`src/rtl/mu0_pkg.sv`:
```
// Shared types and widths for the MU0 memory responder slice.
package mu0_pkg;

    localparam int ADDR_W = 12;
    localparam int DATA_W = 16;
    localparam int CNT_W  = 4;

    typedef enum logic [1:0] {
        IDLE    = 2'd0,
        WAIT_ST = 2'd1,
        RESP    = 2'd2
    } state_e;

endpackage

```
`src/rtl/mu0_mem_responder_if.sv`:
```
// MU0 datapath memory bus: the initiator drives Addr/WData/Rd/Wr, the responder answers.
interface mu0_mem_responder_if;
    import mu0_pkg::*;

    logic [ADDR_W-1:0] Addr;
    logic [DATA_W-1:0] WData;
    logic              Rd;
    logic              Wr;
    logic [DATA_W-1:0] RData;
    logic              Ready;
    logic              Err;
    logic              Busy;

    modport master (
        output Addr, WData, Rd, Wr,
        input  RData, Ready, Err, Busy
    );

    modport slave (
        input  Addr, WData, Rd, Wr,
        output RData, Ready, Err, Busy
    );

endinterface

```
`src/rtl/mu0_mem_array.sv`:
```
// Single-port word store: synchronous write, registered read; storage is never reset.
module mu0_mem_array
    import mu0_pkg::*;
#(
    parameter int MEM_AW = 8
) (
    input  logic              Clk,
    input  logic              we,
    input  logic              re,
    input  logic [MEM_AW-1:0] addr,
    input  logic [DATA_W-1:0] wdata,
    output logic [DATA_W-1:0] rdata
);

    logic [DATA_W-1:0] mem_q [2**MEM_AW];

    // Write port and registered read port share one address.
    always_ff @(posedge Clk) begin
        if (we) begin
            mem_q[addr] <= wdata;
        end
        if (re) begin
            rdata <= mem_q[addr];
        end
    end

endmodule

```
`src/rtl/mu0_mem_responder.sv`:
```
// MU0 memory responder: latches one request, inserts WAIT wait states, then pulses Ready.
module mu0_mem_responder
    import mu0_pkg::*;
#(
    parameter int MEM_AW = 8,
    parameter int WAIT   = 1
) (
    input  logic Clk,
    input  logic Reset,
    mu0_mem_responder_if.slave bus
);

    localparam logic [CNT_W-1:0] WAIT_C = CNT_W'(WAIT);

    state_e              state_q, state_d;
    logic [CNT_W-1:0]    cnt_q, cnt_d;
    logic [MEM_AW-1:0]   addr_q, addr_d;
    logic [DATA_W-1:0]   wdata_q, wdata_d;
    logic                wr_q, wr_d;
    logic                ready_q, ready_d;
    logic                err_q, err_d;
    logic                busy_q, busy_d;
    logic                rdv_q, rdv_d;

    logic                req_s;
    logic                ill_s;
    logic                enter_resp_s;
    logic                mem_we_s;
    logic                mem_re_s;
    logic [DATA_W-1:0]   mem_rdata_s;

    assign req_s = bus.Rd ^ bus.Wr;
    assign ill_s = bus.Rd & bus.Wr;

    if (MEM_AW < ADDR_W) begin : g_alias
        logic addr_unused_s;
        assign addr_unused_s = ^bus.Addr[ADDR_W-1:MEM_AW];
    end

    // State, request latches and output registers.
    always_ff @(posedge Clk or posedge Reset) begin
        if (Reset) begin
            state_q <= IDLE;
            cnt_q   <= {CNT_W{1'b0}};
            addr_q  <= {MEM_AW{1'b0}};
            wdata_q <= {DATA_W{1'b0}};
            wr_q    <= 1'b0;
            ready_q <= 1'b0;
            err_q   <= 1'b0;
            busy_q  <= 1'b0;
            rdv_q   <= 1'b0;
        end else begin
            state_q <= state_d;
            cnt_q   <= cnt_d;
            addr_q  <= addr_d;
            wdata_q <= wdata_d;
            wr_q    <= wr_d;
            ready_q <= ready_d;
            err_q   <= err_d;
            busy_q  <= busy_d;
            rdv_q   <= rdv_d;
        end
    end

    // Next state, wait counter and request capture.
    always_comb begin
        state_d = state_q;
        cnt_d   = cnt_q;
        addr_d  = addr_q;
        wdata_d = wdata_q;
        wr_d    = wr_q;
        case (state_q)
            IDLE: begin
                if (req_s) begin
                    addr_d  = bus.Addr[MEM_AW-1:0];
                    wdata_d = bus.WData;
                    wr_d    = bus.Wr;
                    if (WAIT_C == {CNT_W{1'b0}}) begin
                        state_d = RESP;
                        cnt_d   = {CNT_W{1'b0}};
                    end else begin
                        state_d = WAIT_ST;
                        cnt_d   = {{(CNT_W-1){1'b0}}, 1'b1};
                    end
                end else begin
                    state_d = IDLE;
                end
            end
            WAIT_ST: begin
                if (cnt_q >= WAIT_C) begin
                    state_d = RESP;
                    cnt_d   = {CNT_W{1'b0}};
                end else begin
                    cnt_d   = cnt_q + {{(CNT_W-1){1'b0}}, 1'b1};
                end
            end
            RESP: begin
                state_d = IDLE;
            end
            default: begin
                state_d = IDLE;
                cnt_d   = {CNT_W{1'b0}};
            end
        endcase
    end

    // Outputs and array strobes; the array is accessed on the edge that enters RESP.
    always_comb begin
        enter_resp_s = (state_d == RESP) && !Reset;
        mem_we_s     = enter_resp_s && wr_d;
        mem_re_s     = enter_resp_s && !wr_d;
        ready_d      = (state_d == RESP);
        busy_d       = (state_d != IDLE);
        err_d        = (state_q == IDLE) && ill_s;
        rdv_d        = rdv_q | mem_re_s;
    end

    mu0_mem_array #(
        .MEM_AW (MEM_AW)
    ) u_array (
        .Clk   (Clk),
        .we    (mem_we_s),
        .re    (mem_re_s),
        .addr  (addr_d),
        .wdata (wdata_d),
        .rdata (mem_rdata_s)
    );

    // Array storage has no reset, so RData reads zero until the first completed read.
    assign bus.RData = rdv_q ? mem_rdata_s : {DATA_W{1'b0}};
    assign bus.Ready = ready_q;
    assign bus.Err   = err_q;
    assign bus.Busy  = busy_q;

endmodule
```
`src/flat_wrapper.sv`:
```
// flat-port wrapper written by rule: the top's interface ports become plain ports
module mu0_mem_responder_flat import mu0_pkg::*;
#(
    parameter int MEM_AW = 8,
    parameter int WAIT   = 1
)
  (Clk, Reset, bus_Addr, bus_WData, bus_Rd, bus_Wr, bus_RData, bus_Ready, bus_Err, bus_Busy);
  mu0_mem_responder_if bus_i ();
  input  logic Clk;
  input  logic Reset;
  input wire logic [$bits(bus_i.Addr)-1:0] bus_Addr;
  input wire logic [$bits(bus_i.WData)-1:0] bus_WData;
  input wire logic [$bits(bus_i.Rd)-1:0] bus_Rd;
  input wire logic [$bits(bus_i.Wr)-1:0] bus_Wr;
  output wire logic [$bits(bus_i.RData)-1:0] bus_RData;
  output wire logic [$bits(bus_i.Ready)-1:0] bus_Ready;
  output wire logic [$bits(bus_i.Err)-1:0] bus_Err;
  output wire logic [$bits(bus_i.Busy)-1:0] bus_Busy;
  assign bus_i.Addr = bus_Addr;
  assign bus_i.WData = bus_WData;
  assign bus_i.Rd = bus_Rd;
  assign bus_i.Wr = bus_Wr;
  assign bus_RData = bus_i.RData;
  assign bus_Ready = bus_i.Ready;
  assign bus_Err = bus_i.Err;
  assign bus_Busy = bus_i.Busy;
  mu0_mem_responder #(.MEM_AW(MEM_AW), .WAIT(WAIT)) u_core (.Clk(Clk), .Reset(Reset), .bus(bus_i));
endmodule
```
`config.mk`:
```
export PLATFORM = sky130hd
export DESIGN_NAME = mu0_mem_responder_flat
export DESIGN_NICKNAME = d
export VERILOG_FILES = /design/src/rtl/mu0_pkg.sv /design/src/rtl/mu0_mem_responder_if.sv /design/src/rtl/mu0_mem_array.sv /design/src/rtl/mu0_mem_responder.sv /design/src/flat_wrapper.sv
export SDC_FILE = /design/constraint.sdc
export NUM_CORES = 2
export LEC_CHECK = 0
export ABC_CLOCK_PERIOD_IN_PS = 7800
export CAP_MARGIN = 20
export CORE_UTILIZATION = 63
export CTS_CLUSTER_DIAMETER = 30
export DETAILED_ROUTE_END_ITERATION = 8
export PLACE_DENSITY_LB_ADDON = 0.1
export SYNTH_ARGS = -nofsm -noshare
export SYNTH_HDL_FRONTEND = slang
export SYNTH_SLANG_ARGS = --single-unit
```
`constraint.sdc`:
```
create_clock -name Clk -period 7.8 [get_ports Clk]
set_input_delay 1.17 -clock Clk [delete_from_list [all_inputs] [get_ports Clk]]
set_output_delay 1.17 -clock Clk [all_outputs]
set_load 0.02 [all_outputs]
```
# Yosys cells after proc, flatten, opt, wreduce, memory -nomap -nowiden
# Memory sizes are Yosys's and may differ from the RTL's. A register that Yosys moved wholly into a read port is not among the register bits.
# Index checks and enable logic that the tools add are counted.
# Widths: inputs -> output; s select.
# word_totals
latchBits,0
mem_count,1
ramBits,4096
inputBits,32
mem_bits_ro,0
register_bits,35
# classes
shift,0
bitwise_logic,4
n_reduce_logical,9
order_cmp,1
add_sub_neg,1
mul,0
n_div,0
n_eq_ne,4
mux,15
# memory_table
memory,words,word_bits,read_ports,rd_clocked_by_memory_dff,write_ports,line,text
u_core.u_array.mem_q,256,16,1,1,1,mu0_mem_array.sv:15,logic [DATA_W-1:0] mem_q [2**MEM_AW];
# op_table
operator,count
$mux 16,3
$mux 8,2
$pmux 4 s3,1
$mux 4,2
$mux 1,5
$add 4x1->4 const B,1
$eq 2x2->1 const B,2
$ge 4x1->1 const B,1
$logic_and 1x1->1,4
$pmux 2 s2,1
$eq 2x1->1 const B,1
$logic_not 1->1,2
$logic_not 2->1,1
$mux 2,1
$ne 2x1->1 const B,1
$reduce_and 2->1,1
$reduce_bool 2->1,1
$and 1x1->1,1
$not 1->1,1
$or 1x1->1,1
$xor 1x1->1,1

# Longest topological paths before layout
# logic_depth
word_depth,8
depth_mapped,16

# Modules after synthesis
# Synthesis repeated with hierarchy kept, for this count alone.
# unflattened
hier_cells,6841
area_unflattened_um2,157080.7
# by_module_without_submodules
module,n_inst,cells_each,area_each_um2
mu0_mem_array,1,6727,155559.2
mu0_mem_responder,1,114,1521.5

# Least setup slack after synthesis
# OpenSTA, ideal clock, no wires.
# synth_timing
kind,input to register
from,in bus_Wr
to,"mem u_core.u_array.mem_q[0][10], data pin"
t_required_ps,6975
t_arrival_ps,5821
path_buffers,3
stages,7
setup_slack_ps,1154
cell_sequence,ha_1 nor3b_4 buf_2 clkbuf_1 buf_1 nand2_1 nand2_1
# synth_via
elab_chain_cells,3
# synth_rtl
element,line,text
from (decl),flat_wrapper.sv:14,input wire logic [$bits(bus_i.Wr)-1:0] bus_Wr;
$xor 1x1->1,mu0_mem_responder.sv:32,assign req_s = bus.Rd ^ bus.Wr;
$mux 16,mu0_mem_responder.sv:74,if (req_s) begin
$mux 16,mu0_mem_responder.sv:72,case (state_q)
via u_core.u_array.wdata[10],mu0_mem_array.sv:11,"input logic [DATA_W-1:0] wdata,"
to (decl),mu0_mem_array.sv:15,
# The timed path passes the listed nets, and every way through them passes these cells.

# Worst setup path in the final report
# layout_timing
from,in bus_Wr
to,"reg u_core.u_array.rdata[5] (read register of u_core.u_array.mem_q), data pin"
# layout_via
elab_chain_cells,6
# layout_rtl
element,line,text
$xor 1x1->1,mu0_mem_responder.sv:32,
$mux 1,mu0_mem_responder.sv:74,
$pmux 2 s2,mu0_mem_responder.sv:72,
$eq 2x2->1,mu0_mem_responder.sv:109,enter_resp_s = (state_d == RESP) && !Reset;
$logic_and 1x1->1,mu0_mem_responder.sv:109,
$logic_and 1x1->1,mu0_mem_responder.sv:111,mem_re_s = enter_resp_s && !wr_d;
to (decl),mu0_mem_array.sv:12,output logic [DATA_W-1:0] rdata
# Parallel ways exist; a longest one is shown, timed or not.
# A chain may end at the register's enable or synchronous reset.

==> flow_metrics.tcl <==
set metrics [dict create \
    synth_area_leader_cell "edfxtp_1" \
    synth_ff_type "edfxtp_1" \
    power.clock.fraction_pct 36.4 \
    wire_per_inst_um 30.2 \
    r2r_slack_ps 2400 \
    worst-setup-path-type "in2reg" \
    cts_resized 0 \
    synth-seq-area-share_pct 77.7 \
    cp.arrival_ps 6590 \
    max_freq_mhz 169 \
    p_leak_nw 62.9 \
    postCtsHoldBufs 0 \
    sw_frac_of_total_pct 33.5 \
    place_inst 13100 \
    period_needed_ps 5920 \
    finalCritPeriodShare_pct 75.9 \
    drive_gt1_share_pct 18.8 \
    cts_setup_buffers 0 \
    dieArea_um2 256000 \
    antenna_found_initial 22 \
    p_sw_mw 26.6 \
    dr.pass1.iters 7 \
    yosysWarnings 0 \
    crit_required_ps 8470 \
    synth_area_leaders "edfxtp_1 77%, mux4_2 5.3%, nand2_1 4.9%" \
    chipHeight_um 506 \
    synth.most_common_cell "edfxtp_1" \
    layout.nets 10400 \
    routed_via_density 6.66 \
    via_count 94900 \
    synth_nets 9828 \
    cts_sinks 4147 \
    core-area_um2 252000 \
    ys_ff_latch 4147 \
    cts_tree "yes" \
    ctsRootBufferMaster "clkbuf_16" \
    p_int_mw 52.7 \
    status "finished clean" \
    finalHoldViolations 0 \
    dieWidth_um 506 \
    track_usage_pct 33.4 \
    min_to "u_core.cnt_q[2]" \
    synth_edf_count 4112 \
    placed_area_um2 167000 \
    start_util_pct 63.5 \
    clockBufferDepth 4 \
    setup_viol 0 \
    final_cells 14300 \
    critPathMaxFanout 65 \
    grt_pass1_vias 92800 \
    rsz0062_at_grt "false" \
    final_area_um2 189000 \
    dpl.hpwl_um 238000 \
    finalWirelength_um 431000 \
    num_io_pins 51 \
    yosysUniqueCellTypes 57 \
    critPathLaunchType "primary input" \
    grt_pass1_wl_um 620000 \
    clock_latency_ps 960 \
    drv_cap 0 \
    r2r-end "u_core.u_array.rdata[5]" \
    r2r_cells 10 \
    grt_max_degree 182 \
    syn-cell-area_um2 160000 \
    yosys-top-cells-count "4112 x edfxtp_1, 2095 x nand2_1, 571 x nand3_1" \
    synth.avg_cell_area_um2 16.3 \
    grt.overflow.total 0 \
    holdPathStages 1 \
    fin_worst_skew_ps 69.5 \
    powerDensity_nw_per_um2 420 \
    critPathLaunch "bus_Wr" \
    ant_nets 0 \
    combPwrFrac_pct 27.8 \
    max_slew_margin_pct 16.1 \
    syn_inst 9792 \
    htreeDepth 6 \
    tns_ps 0 \
    reg2reg_from "u_core.state_q[0]" \
    holdCritPathClass "reg2reg" \
    numCtsBuffers 652 \
    num_rows 184 \
    slew_viol_final 0 \
    hp-start "u_core.cnt_q[2]" \
    area_delta_synth_final_pct 18.0 \
    drc 0 \
    gp_congestion 0.878 \
    initialDrtViolationCount 13700 \
    seqPwrFrac_pct 35.9 \
    port_buffers 46 \
    cp-end-kind "flop" \
    clk_pin_slew_worst_paths_ps 50 \
    async_flop_share_pct 0.844 \
    tightestPinTransition_ps 1260 \
    ir_worst_vdd_mv 0.442 \
    yosysTopAreaCellShare_pct 77.2 \
]
## cell families after synthesis
| group | count (synthesis) | share of synthesized area (%) |
|---|---|---|
| buffers and inverters | 634 | 1.85 |
| AO/OA/AOI/OAI | 1222 | 5.39 |
| adder cells (fa/ha/maj) | 4 | 0.0313 |
| flip-flops | 4147 | 77.7 |
| AND/OR/NAND/NOR | 3180 | 8.31 |
| multiplexers | 605 | 6.71 |
## placed cells by master, fill, tap and decap left out, drive strengths merged, types with 66 or more instances in the layout
cell type / instances
a21oi: 365
bufinv: 81
a31oi: 190
o2111ai: 66
a221oi: 122
a22oi: 138
clkbuf: 732
mux2i: 229
clkinv: 255
a32oi: 118
mux4: 374
nand2: 2095
nand4: 114
edfxtp: 4112
buf: 494
nand3: 571
a31o: 76
clkinvlp: 79
nor2: 285
## flip-flops by register name, summed over array words and instances (netlist names)
register / count
u_core.cnt_q: 4
u_core.bus.Err: 1
u_core.wdata_q: 16
u_core.u_array.rdata: 16
u_core.bus.Busy: 1
u_core.rdv_q: 1
u_core.wr_q: 1
u_core.u_array.mem_q: 4096
u_core.addr_q: 8
u_core.state_q: 2
u_core.bus.Ready: 1
## cell type report
class | instances | area (um2)
Inverter | 12 | 61.3
Multi-Input combinational cell | 5011 | 33100
Timing Repair Buffer | 540 | 4990
Fill cell | 14100 | 63000
Tap cell | 3348 | 4190
Clock buffer | 732 | 16800
Sequential cell | 4147 | 124000
Clock inverter | 464 | 5370
Antenna cell | 9 | 22.5
## power by group through the flow
stage | combinational, mW | sequential, mW | clock, mW
2_1_floorplan | 12.8 | 29.9 | 0
3_3_place_gp | 20.9 | 28.8 | 0
3_5_place_dp | 21.6 | 28.8 | 0
4_1_cts | 21.7 | 28.4 | 29.0
5_1_grt | 23.1 | 28.4 | 30.0
6_report | 22.0 | 28.4 | 28.8
## how the worst max path moves through the flow
stage and end:
5_1_grt u_core.u_array.rdata[4], 3_3_place_gp u_core.u_array.rdata[5], 3_5_place_dp u_core.u_array.rdata[5], 4_1_cts u_core.u_array.rdata[5], 2_1_floorplan u_core.u_array.mem_q[0][10], 6_report u_core.u_array.rdata[5]
## metal layers
| metal | global-route usage [%] | part of all wire [%] | vias up |
|---|---|---|---|
| li1 | - | - | 39500 |
| met1 | 46.7 | 37 | 48100 |
| met2 | 51.5 | 47 | 6318 |
| met3 | 6.05 | 11 | 1015 |
| met4 | 16.5 | 5.2 | 14 |
| met5 | 0 | 0.025 | - |
## stage by stage
stage	total power [mW]	util [%]	hold WS [ps]	setup slack (ps)
3_3_place_gp	49.8	66.2	478	1130
3_5_place_dp	50.4	66.2	483	1080
4_1_cts	79.1	75.0	510	2080
2_1_floorplan	42.7	-	455	1150
5_1_grt	81.4	75.0	547	1820
6_report	79.3	75.0	515	1880
## critical path, stage by stage
cell	delay, ps
clkdlybuf4s50_1	430
ha_1	370
or3b_1	430
a21oi_4	620
buf_12	370
buf_12	380
mux4_2	570
a22oi_1	540
a41oi_1	440
nor4_1	660
buf_4	280
nand4_1	100
No activity file was read; power rests on OpenSTA's default activity.
